**src/rtl/univ_reg_pkg.sv**
```systemverilog
// Shared definitions for the universal flip-flop register: operation codes
// and small helpers used by both the RTL and its bench.
package univ_reg_pkg;

    localparam logic [2:0] MODE_HOLD   = 3'b000;
    localparam logic [2:0] MODE_LOAD   = 3'b001;
    localparam logic [2:0] MODE_TOGGLE = 3'b010;
    localparam logic [2:0] MODE_SHL    = 3'b011;
    localparam logic [2:0] MODE_SHR    = 3'b100;
    localparam logic [2:0] MODE_UP     = 3'b101;
    localparam logic [2:0] MODE_DOWN   = 3'b110;
    localparam logic [2:0] MODE_RSVD   = 3'b111;

    // Right shifts expose the low bit; every other mode exposes the high bit.
    function automatic logic sout_from_lsb(input logic [2:0] mode);
        return (mode == MODE_SHR);
    endfunction

endpackage

```
**src/rtl/univ_ff_reg.sv**
```systemverilog
// Universal register: hold/load/toggle/shift/count with a terminal-count flag.
// q and tc are the only state; qbar and sout are decoded from q.
module univ_ff_reg
    import univ_reg_pkg::*;
#(
    parameter int              WIDTH      = 8,
    parameter logic [WIDTH-1:0] RST_VAL   = {WIDTH{1'b0}},
    parameter int              COUNT_WRAP = 1
) (
    input  logic             clk,
    input  logic             rstn,
    input  logic             en,
    input  logic [2:0]       mode,
    input  logic [WIDTH-1:0] d,
    input  logic             sin,
    output logic [WIDTH-1:0] q,
    output logic [WIDTH-1:0] qbar,
    output logic             sout,
    output logic             tc
);

    localparam logic [WIDTH-1:0] ALL_ONES = {WIDTH{1'b1}};
    localparam logic [WIDTH-1:0] ALL_ZERO = {WIDTH{1'b0}};
    localparam logic [WIDTH-1:0] ONE      = {{(WIDTH-1){1'b0}}, 1'b1};

    logic [WIDTH-1:0] q_r;
    logic             tc_r;
    logic [WIDTH-1:0] q_nxt_s;
    logic             tc_nxt_s;

    // Next-state and terminal-count decode for the selected operation.
    always_comb begin
        q_nxt_s  = q_r;
        tc_nxt_s = 1'b0;
        if (en) begin
            case (mode)
                MODE_HOLD:   q_nxt_s = q_r;
                MODE_LOAD:   q_nxt_s = d;
                MODE_TOGGLE: q_nxt_s = q_r ^ d;
                MODE_SHL:    q_nxt_s = {q_r[WIDTH-2:0], sin};
                MODE_SHR:    q_nxt_s = {sin, q_r[WIDTH-1:1]};
                MODE_UP: begin
                    if (q_r == ALL_ONES) begin
                        tc_nxt_s = 1'b1;
                        q_nxt_s  = (COUNT_WRAP != 0) ? ALL_ZERO : ALL_ONES;
                    end else begin
                        q_nxt_s  = q_r + ONE;
                    end
                end
                MODE_DOWN: begin
                    if (q_r == ALL_ZERO) begin
                        tc_nxt_s = 1'b1;
                        q_nxt_s  = (COUNT_WRAP != 0) ? ALL_ONES : ALL_ZERO;
                    end else begin
                        q_nxt_s  = q_r - ONE;
                    end
                end
                default:     q_nxt_s = q_r;
            endcase
        end else begin
            q_nxt_s  = q_r;
            tc_nxt_s = 1'b0;
        end
    end

    // State register; reset is sampled on the edge and overrides any operation.
    always_ff @(posedge clk) begin
        if (!rstn) begin
            q_r  <= RST_VAL;
            tc_r <= 1'b0;
        end else begin
            q_r  <= q_nxt_s;
            tc_r <= tc_nxt_s;
        end
    end

    assign q    = q_r;
    assign qbar = ~q_r;
    assign sout = sout_from_lsb(mode) ? q_r[0] : q_r[WIDTH-1];
    assign tc   = tc_r;

endmodule

```
**config.mk**
```make
export PLATFORM = sky130hd
export DESIGN_NAME = univ_ff_reg
export DESIGN_NICKNAME = d
export VERILOG_FILES = /design/src/rtl/univ_reg_pkg.sv /design/src/rtl/univ_ff_reg.sv
export SDC_FILE = /design/constraint.sdc
export NUM_CORES = 1
export LEC_CHECK = 0
export BUFFER_PORTS_ARGS = -buffer_cell sky130_fd_sc_hd__buf_2
export CAP_MARGIN = 30
export CORE_ASPECT_RATIO = 1.5
export CORE_MARGIN = 2
export CORE_UTILIZATION = 42
export DETAILED_ROUTE_END_ITERATION = 10
export GPL_ROUTABILITY_DRIVEN = 0
export GPL_TIMING_DRIVEN = 0
export PLACE_DENSITY = 0.66
export REMOVE_ABC_BUFFERS = 1
export SYNTH_ARGS = -nofsm -noshare
export SYNTH_HDL_FRONTEND = slang
export SYNTH_SLANG_ARGS = --single-unit
export TNS_END_PERCENT = 50
```
**constraint.sdc**
```tcl
create_clock -name clk -period 2.4 [get_ports clk]
set_input_delay 0.48 -clock clk [delete_from_list [all_inputs] [get_ports clk]]
set_output_delay 0.48 -clock clk [all_outputs]
set_load 0.005 [all_outputs]
```
==> results.sh, run 1 <==
export IMPL_ys_seq_area_share_pct=14.39
export IMPL_status="completed"
export IMPL_ir_worst_vdd_mv=0.3016
export IMPL_antenna_found_initial=0
export IMPL_r2r_cells=7
export IMPL_yosys_area_share_adder_pct=2.997
export IMPL_clock_tree_root_cell="clkbuf_8"
export IMPL_path_clk_slew_ns=0.05
export IMPL_hp_class="primary input to flop"
export IMPL_overflow=0
export IMPL_avgSynthCellArea_sq_um=7.076
export IMPL_synth_top_family_by_area="compound AO/OA/AOI/OAI gates"
export IMPL_synth_mux_area_share_pct=4.795
export IMPL_switchingPower_mw=0.2621
export IMPL_io_pin_count=33
export IMPL_grt_use_met2_pct=40.28
export IMPL_crit_required_ns=2.55
export IMPL_clock_sinks=9
export IMPL_yosysTopAreaCell="dfxtp_1"
export IMPL_track_usage_pct=23.55
export IMPL_ctsHoldBuffers=0
export IMPL_worstMarginPinSlew_ns=0.6383
export IMPL_synth_compound_gate_area_share_pct=32.67
export IMPL_power_density_mw_per_mm2=466.0
export IMPL_fmax_ghz=0.4802
export IMPL_core_sq_mm=0.002883
export IMPL_rr_endpoint="q[2]"
export IMPL_worstSetupEndpoint="q[2]"
export IMPL_maxSlewHeadroom_pct=57.33
export IMPL_viasPerCell=6.000
export IMPL_cp_max_fo=10
export IMPL_cts_buffers=3
export IMPL_cp_start_kind="flop"
export IMPL_dieWidth_um=48.59
export IMPL_numPortBuffers=32
export IMPL_cts_tree="built"
export IMPL_clock_path_buffers=2
export IMPL_grt_util_met3_pct=3.165
export IMPL_fp_dieArea_sq_mm=0.003444
export IMPL_path_class="flop to flop"
export IMPL_grt_most_used_layer="met2"
export IMPL_slew_viol_final=0
export IMPL_end_kind="flop"
export IMPL_rsz0062_at_grt="no"
export IMPL_ys_warn_count=0
export IMPL_startpoint="q[0]"
export IMPL_power_frac_comb_pct=40.3
export IMPL_r2r_start="q[0]"
export IMPL_netlist_area_sq_mm=0.001252
export IMPL_grt_pass1_vias=1359
export IMPL_synth_area_top_cells="dfxtp_1, a21oi_1, o21ai_0"
export IMPL_cts_setup_buffers=0
export IMPL_synthXorXnorAreaFrac_pct=9.790
export IMPL_synthSimpleGateAreaFrac_pct=25.17
export IMPL_postLayoutCoreUtil_pct=49.26
export IMPL_period_needed_ns=2.082
export IMPL_power_frac_seq_pct=30.4
export IMPL_p_int_mw=0.3997
export IMPL_finalCritPeriodShare_pct=86.76
export IMPL_cts_resized_gates=0
export IMPL_synth_cells=177
export IMPL_drv_cap=0
export IMPL_drc=0
export IMPL_diodes=0
export IMPL_fin_skew_ns=0.003687
export IMPL_rrSetupSlack_ns=0.32
export IMPL_first_iter_violations=73
export IMPL_hpwl_mm=2.721
export IMPL_grt_pass1_wl_mm=6.423
export IMPL_area_growth_pct=13.39
export IMPL_grt_max_degree=29
export IMPL_cp_cell_sequence="inv_1, ha_1, or3b_4, nand2b_4, a221oi_2, a21oi_1, o41ai_2"
export IMPL_num_vias=1410
export IMPL_critPathSlowestCell="dfxtp_1"
export IMPL_synth_top_cell_area_share_pct=14.39
export IMPL_h_tree_depth=1
export IMPL_tns_ns=0
export IMPL_swShare_pct=39.61
export IMPL_ant_nets=0
export IMPL_die_h_um=70.88
export IMPL_std_cell_rows=24
export IMPL_setup_violations=0
export IMPL_fin_nets=215
export IMPL_firstDrtPassIters=4
export IMPL_ys_seq_elements=9
export IMPL_drive_above_1_share_pct=20.92
export IMPL_leakagePower_nw=0.6033
export IMPL_arrival_ns=2.23
export IMPL_synth_cell_types=48
export IMPL_grt_use_met1_pct=28.09
export IMPL_routed_wl_mm=3.863
export IMPL_start_util_pct=43.45
export IMPL_max_stage_delay_ns=0.41
export IMPL_avgRoutedWirePerCell_um=16.44
export IMPL_clkLatencyLatePin_ns=0.25
export IMPL_hold_viol=0
export IMPL_power_share_clock_pct=29.3
routing by layer:
metal	vias to the layer above	share of wire [%]
met1	673	40
li1	682	-
met5	-	0
met3	9	5.5
met2	46	52
met4	0	2.3
cells by family after synthesis:
group | count (synthesis)
AOI/OAI and AO/OA | 59
and+or+nand+nor | 58
buffers and inverters | 28
xor gates and xnor gates | 14
DFF | 9
muxes | 6
adders and majority gates | 3
state kept, by name, summed over array words and instances, names as in the netlist:
signal and flops:
tc 1, q 8
worst min-delay path by stage:
stage,cells after the start,endpoint,from
3_3_place_gp,2,q[6],q[6]
5_1_grt,3,tc,en
6_report,3,tc,en
4_1_cts,3,tc,en
2_1_floorplan,1,q[1],rstn
3_5_place_dp,2,q[6],q[6]
Yosys cell counts, drive strengths merged:
| cell type | count |
|---|---|
| a221oi | 4 |
| buf | 13 |
| o21a | 1 |
| a2111oi | 2 |
| or3b | 1 |
| and3 | 2 |
| nor4 | 2 |
| xnor2 | 8 |
| or3 | 2 |
| a31oi | 2 |
| a22oi | 1 |
| nor2 | 12 |
| nand3b | 1 |
| a2bb2oi | 1 |
| and2b | 1 |
| o211a | 2 |
| nor3b | 1 |
| o21ai | 15 |
| o31ai | 1 |
| ha | 3 |
| o41ai | 1 |
| a311oi | 2 |
| mux2i | 6 |
| nor2b | 4 |
| nor3 | 8 |
| a22o | 1 |
| a222oi | 1 |
| a21oi | 17 |
| a211oi | 2 |
| nand2 | 11 |
| o211ai | 1 |
| o311ai | 3 |
| and2 | 1 |
| o21bai | 1 |
| dfxtp | 9 |
| inv | 11 |
| nand2b | 3 |
| a2111o | 1 |
| clkbuf | 4 |
| nand3 | 9 |
| xor2 | 6 |
power by group through the flow:
stage	sequential (mW)	clock [mW]	combinational (mW)
6_report	0.201	0.194	0.267
5_1_grt	0.204	0.199	0.295
3_5_place_dp	0.204	0	0.264
3_3_place_gp	0.202	0	0.258
4_1_cts	0.201	0.195	0.265
2_1_floorplan	0.194	0	0.175
critical path: cells and delay by family, from the launching register on:
family | cells | cell delay, ns
compound gates | 3 | 0.61
fa+ha+maj | 1 | 0.17
buf+inv | 1 | 0.21
flops | 1 | 0.41
simple gates | 2 | 0.58
area by class of cell:
class                           count  area, sq um
Inverter                           11        41.29
Timing Repair Buffer               32        160.2
Multi-Input combinational cell    140        944.7
Sequential cell                     9        180.2
Clock buffer                        4        45.04
Tap cell                           39        48.80
Fill cell                         324         1463
cell usage in the layout (no fill, tap or decap), types with 2 or more instances in the layout:
master    netlist  routed
buf_2           9      32
a21oi_1        17      17
o21ai_0        15      15
nor2_1         12      12
inv_1          11      11
nand2_1        11      11
nand3_1         9       9
dfxtp_1         9       9
nor3_1          8       8
xnor2_1         8       8
xor2_1          6       6
mux2i_1         6       6
nor2b_1         4       4
o311ai_0        3       3
a221oi_1        3       3
ha_1            3       3
clkbuf_8        0       3
and3_1          2       2
or3_1           2       2
o211a_1         2       2
a211oi_1        2       2
a31oi_1         2       2
nand2b_1        2       2
a311oi_1        2       2
stage by stage:
| step | worst slack [ns] | cell area, sq um | total power [mW] | hold slack (ns) | instances |
|---|---|---|---|---|---|
| global placement | 0.1344 | 1375 | 0.4599 | 0.6482 | 231 |
| finish | 0.3177 | 1420 | 0.6618 | 0.5506 | 235 |
| CTS | 0.3207 | 1420 | 0.6605 | 0.5577 | 235 |
| floorplan | 0.5407 | 1166 | 0.3690 | 0.6017 | 160 |
| detailed placement | 0.07264 | 1375 | 0.4671 | 0.6666 | 231 |
| global route | 0.1064 | 1420 | 0.6982 | 0.5825 | 235 |
(Power assumes the default switching activity.)
==> inputs of run 2 (changes only) <==
==> constraint.sdc (replaced) <==
create_clock -name clk -period 2 [get_ports clk]
set_input_delay 0.4 -clock clk [delete_from_list [all_inputs] [get_ports clk]]
set_output_delay 0.4 -clock clk [all_outputs]
set_load 0.005 [all_outputs]
==> results.sh, run 2 (synthesis gave the netlist of run 1 again) <==
export IMPL_rrSetupSlack_ns=0.14
export IMPL_period_needed_ns=1.858
export IMPL_ir_worst_vdd_mv=0.3600
export IMPL_r2r_start="q[1]"
export IMPL_overflow=0
export IMPL_h_tree_depth=1
export IMPL_r2r_cells=7
export IMPL_postLayoutCoreUtil_pct=49.61
export IMPL_clock_sinks=9
export IMPL_numPortBuffers=32
export IMPL_critical_path_buf_inv_count=1
export IMPL_fp_dieArea_sq_mm=0.003444
export IMPL_die_h_um=70.88
export IMPL_grt_max_degree=29
export IMPL_rsz0062_at_grt="no"
export IMPL_cts_tree="built"
export IMPL_worstMarginPinSlew_ns=0.6257
export IMPL_diodes=0
export IMPL_cp_start_kind="flop"
export IMPL_hpwl_mm=2.721
export IMPL_grt_pass1_vias=1359
export IMPL_power_mw=0.7945
export IMPL_area_growth_pct=14.19
export IMPL_finalCritPeriodShare_pct=92.92
export IMPL_p_int_mw=0.4810
export IMPL_fin_nets=215
export IMPL_core_sq_mm=0.002883
export IMPL_setup_violations=0
export IMPL_power_share_clock_pct=29.0
export IMPL_cts_buffers=3
export IMPL_cp_max_fo=11
export IMPL_maxSlewHeadroom_pct=58.20
export IMPL_hold_viol=0
export IMPL_num_vias=1434
export IMPL_ant_nets=0
export IMPL_power_frac_seq_pct=30.6
export IMPL_first_iter_violations=53
export IMPL_startpoint="q[1]"
export IMPL_path_clk_slew_ns=0.05
export IMPL_track_usage_pct=23.55
export IMPL_switchingPower_mw=0.3134
export IMPL_routed_wl_mm=3.853
export IMPL_crit_family="compound AO/OA/AOI/OAI gates"
export IMPL_whs_endpoint="tc"
export IMPL_io_pin_count=33
export IMPL_drv_cap=0
export IMPL_power_density_mw_per_mm2=555.5
export IMPL_crit_required_ns=2.19
export IMPL_status="completed"
export IMPL_end_kind="flop"
export IMPL_drc=0
export IMPL_hp_class="primary input to flop"
export IMPL_hold_depth=3
export IMPL_antenna_found_initial=0
export IMPL_cp_cell_sequence="inv_1, ha_1, or3b_4, o21ai_0, a21oi_1, a311oi_1, o211a_1"
export IMPL_fin_skew_ns=0.002438
export IMPL_power_frac_comb_pct=40.4
export IMPL_cts_setup_buffers=0
export IMPL_grt_pass1_wl_mm=6.423
export IMPL_arrival_ns=2.05
export IMPL_n_fill_cell=323
export IMPL_fin_ws_ns=0.1416
export IMPL_clock_path_buffers=2
export IMPL_swShare_pct=39.45
export IMPL_ctsHoldBuffers=0
export IMPL_hp_start="en"
export IMPL_drive_above_1_share_pct=22.96
export IMPL_post_place_ws_ns=-0.2474
export IMPL_std_cell_rows=24
export IMPL_start_util_pct=43.45
export IMPL_rr_endpoint="q[5]"
export IMPL_final_cell_mix="buf_2, a21oi_1, o21ai_0, nor2_1, nand2_1"
export IMPL_firstDrtPassIters=5
export IMPL_avgRoutedWirePerCell_um=16.40
export IMPL_max_stage_delay_ns=0.40
export IMPL_viasPerCell=6.102
export IMPL_leakagePower_nw=0.6077
export IMPL_slew_viol_final=0
export IMPL_clkLatencyLatePin_ns=0.25
export IMPL_path_class="flop to flop"
export IMPL_critPathSlowestCell="or3b_4"
export IMPL_final_common_cell="buf_2"
export IMPL_dieWidth_um=48.59
export IMPL_fmax_ghz=0.5381
export IMPL_clock_tree_root_cell="clkbuf_8"
export IMPL_largest_register_ffs=8
[run 2: cell type report]
type                            instances  area, sq um  share of cell area, %
Timing Repair Buffer                   32        160.2                  11.20
Multi-Input combinational cell        140        949.7                  66.40
Tap cell                               39        48.80                  3.412
Inverter                               11        43.79                  3.062
Clock buffer                            4        45.04                  3.150
Sequential cell                         9        182.7                  12.77
[run 2: power groups by stage]
stage | clock network, mW | registers [mW] | logic, mW
6_report | 0.231 | 0.243 | 0.321
5_1_grt | 0.239 | 0.246 | 0.355
4_1_cts | 0.234 | 0.242 | 0.318
3_5_place_dp | 0 | 0.244 | 0.316
3_3_place_gp | 0 | 0.242 | 0.310
2_1_floorplan | 0 | 0.233 | 0.209
[run 2: worst max-delay path by stage]
stage / endpoint / slack (ns) / depth (start not counted)
after floorplan: q[2] / 0.14 / 7
after global placement: q[3] / -0.19 / 5
after detailed placement: q[7] / -0.25 / 5
after CTS: q[7] / 0.0007 / 5
after global routing: q[4] / 0.0006 / 7
final: q[5] / 0.14 / 7
[run 2: timing repair]
item,CTS,global route
setup endpoints to repair,2,7
resized for setup,3,2
pin swaps,0,1
cloned,0,0
[run 2: layer usage]
layer  GRT usage [%]  vias to the layer above  wire length (um)
met3           3.165                        9               205
met4           13.65                        0                87
met2           40.28                       51              1977
li1                -                      686                 -
met5               0                        -                 0
met1           28.09                      688              1582
[run 2: through the flow]
stage	cell area, sq um	TNS (ns)	instances	hold slack [ns]
after floorplan	1166	0	160	0.5217
after global placement	1375	-0.8085	231	0.6482
after detailed placement	1375	-0.9989	231	0.6666
after CTS	1423	0	235	0.4777
after global routing	1430	0	235	0.5085
final	1430	0	235	0.4809
[run 2: worst register-to-register path, stage by stage (launching register included)]
cell	delay, ns
dfxtp_2	0.38
inv_1	0.11
ha_1	0.14
or3b_4	0.40
o21ai_0	0.22
a21oi_1	0.10
a311oi_1	0.27
o211a_1	0.19
==> inputs of run 3 (changes only) <==
--- a/config.mk
+++ b/config.mk
@@ -8,7 +8,7 @@
 export BUFFER_PORTS_ARGS = -buffer_cell sky130_fd_sc_hd__buf_2
 export CAP_MARGIN = 30
 export CORE_ASPECT_RATIO = 1.5
-export CORE_MARGIN = 2
+export CORE_MARGIN = 5
 export CORE_UTILIZATION = 42
 export DETAILED_ROUTE_END_ITERATION = 10
 export GPL_ROUTABILITY_DRIVEN = 0
==> results.sh, run 3 (synthesis gave the netlist of run 1 again) <==
export IMPL_grt_max_degree=29
export IMPL_avgRoutedWirePerCell_um=16.13
export IMPL_area_growth_pct=14.59
export IMPL_ir_worst_vdd_mv=0.2997
export IMPL_routed_wl_mm=3.790
export IMPL_setup_violations=0
export IMPL_ant_nets=0
export IMPL_firstDrtPassIters=4
export IMPL_rsz0062_at_grt="yes"
export IMPL_dp_cells=231
export IMPL_status="completed"
export IMPL_post_place_ws_ns=-0.1761
export IMPL_track_usage_pct=19.55
export IMPL_p_int_mw=0.4801
export IMPL_hold_viol=0
export IMPL_grt_pass1_wl_mm=6.334
export IMPL_h_tree_depth=1
export IMPL_path_class="flop to flop"
export IMPL_drc=0
export IMPL_switchingPower_mw=0.3112
export IMPL_hp_class="primary input to flop"
export IMPL_end_kind="flop"
export IMPL_overflow=0
export IMPL_power_frac_comb_pct=40.5
export IMPL_postLayoutCoreUtil_pct=49.78
export IMPL_final_area_sq_mm=0.001435
export IMPL_first_iter_violations=53
export IMPL_cts_buffers=3
export IMPL_fin_hold_ws_ns=0.4861
export IMPL_io_pin_count=33
export IMPL_cts_tree="built"
export IMPL_clkLatencyLatePin_ns=0.24
export IMPL_path_clk_slew_ns=0.05
export IMPL_core_sq_mm=0.002883
export IMPL_start_util_pct=43.45
export IMPL_die_h_um=76.88
export IMPL_final_common_cell="buf_2"
export IMPL_hpwl_mm=2.802
export IMPL_dieWidth_um=54.59
export IMPL_largest_register_ffs=8
export IMPL_diodes=0
export IMPL_drive_above_1_share_pct=23.47
export IMPL_final_cell_mix="buf_2, a21oi_1, o21ai_0, nor2_1, nand2_1"
export IMPL_fp_dieArea_sq_mm=0.004196
export IMPL_arrival_ns=2.01
export IMPL_period_needed_ns=1.866
export IMPL_fin_nets=215
export IMPL_viasPerCell=5.945
export IMPL_cp_start_kind="flop"
export IMPL_stdcell_count=235
export IMPL_ctsHoldBuffers=0
export IMPL_swShare_pct=39.33
export IMPL_clock_path_buffers=2
export IMPL_fin_skew_ns=0.005078
export IMPL_power_density_mw_per_mm2=551.4
export IMPL_maxSlewHeadroom_pct=59.78
export IMPL_cp_max_fo=16
export IMPL_antenna_found_initial=0
export IMPL_grt_pass1_vias=1388
export IMPL_num_vias=1397
export IMPL_slew_viol_final=0
export IMPL_finalCritPeriodShare_pct=93.28
export IMPL_power_frac_seq_pct=30.6
export IMPL_fin_ws_ns=0.1344
export IMPL_fmax_ghz=0.5360
export IMPL_drv_cap=0
export IMPL_clock_tree_root_cell="clkbuf_8"
export IMPL_dpl_cell_area_sq_mm=0.001375
export IMPL_leakagePower_nw=0.6084
export IMPL_worstMarginPinSlew_ns=0.6024
export IMPL_crit_required_ns=2.15
export IMPL_numPortBuffers=32
export IMPL_clock_sinks=9
export IMPL_std_cell_rows=24
export IMPL_power_share_clock_pct=28.9
-- run 3: area by class of cell --
cell class              count  area, sq um
inverters                  11        43.79
flip-flops and latches      9        187.7
clock buffers               4        45.04
multi-input cells         140        949.7
well taps                  39        48.80
fillers                   329         1448
repair buffers             32        160.2
-- run 3: worst max-delay path, stage by stage, from the launching register on --
cell	delay (ns)
dfxtp_1	0.49
or3b_4	0.50
nand2b_4	0.17
a221oi_2	0.25
a21oi_1	0.08
o41ai_2	0.28
-- run 3: power groups by stage --
| stage | logic (mW) | clock network (mW) | registers [mW] |
|---|---|---|---|
| after CTS | 0.319 | 0.233 | 0.240 |
| after detailed placement | 0.317 | 0 | 0.244 |
| after floorplan | 0.209 | 0 | 0.233 |
| final | 0.320 | 0.229 | 0.242 |
| after global routing | 0.357 | 0.241 | 0.247 |
| after global placement | 0.311 | 0 | 0.242 |
-- run 3: final timing paths --
| path | cells past startpoint | from | end | slack [ns] |
|---|---|---|---|---|
| worst max-delay path | 5 | q[2] | q[2] | 0.13 |
| worst max register to register | 5 | q[2] | q[2] | 0.13 |
| worst min register to register | 2 | q[6] | q[6] | 0.64 |
| worst min-delay path | 3 | en | tc | 0.49 |
-- run 3: metrics by stage --
step / setup TNS (ns) / total power, mW
2_1_floorplan: 0 / 0.4428
3_3_place_gp: -0.7846 / 0.5532
3_5_place_dp: -0.8005 / 0.5606
4_1_cts: 0 / 0.7921
5_1_grt: -0.03237 / 0.8446
6_report: 0 / 0.7913
-- run 3: metal layers --
| metal | wire length [um] | GRT usage (%) | vias to the layer above |
|---|---|---|---|
| li1 | - | - | 691 |
| met1 | 1497 | 22.88 | 650 |
| met2 | 1968 | 32.70 | 41 |
| met3 | 179 | 2.519 | 15 |
| met4 | 144 | 9.975 | 0 |
| met5 | 0 | 0 | - |
-- run 3: timing repair --
| action | in CTS | in global routing |
|---|---|---|
| buffers inserted | 0 | 0 |
| gates resized for setup | 2 | 6 |
| endpoints found under the setup margin | 2 | 7 |
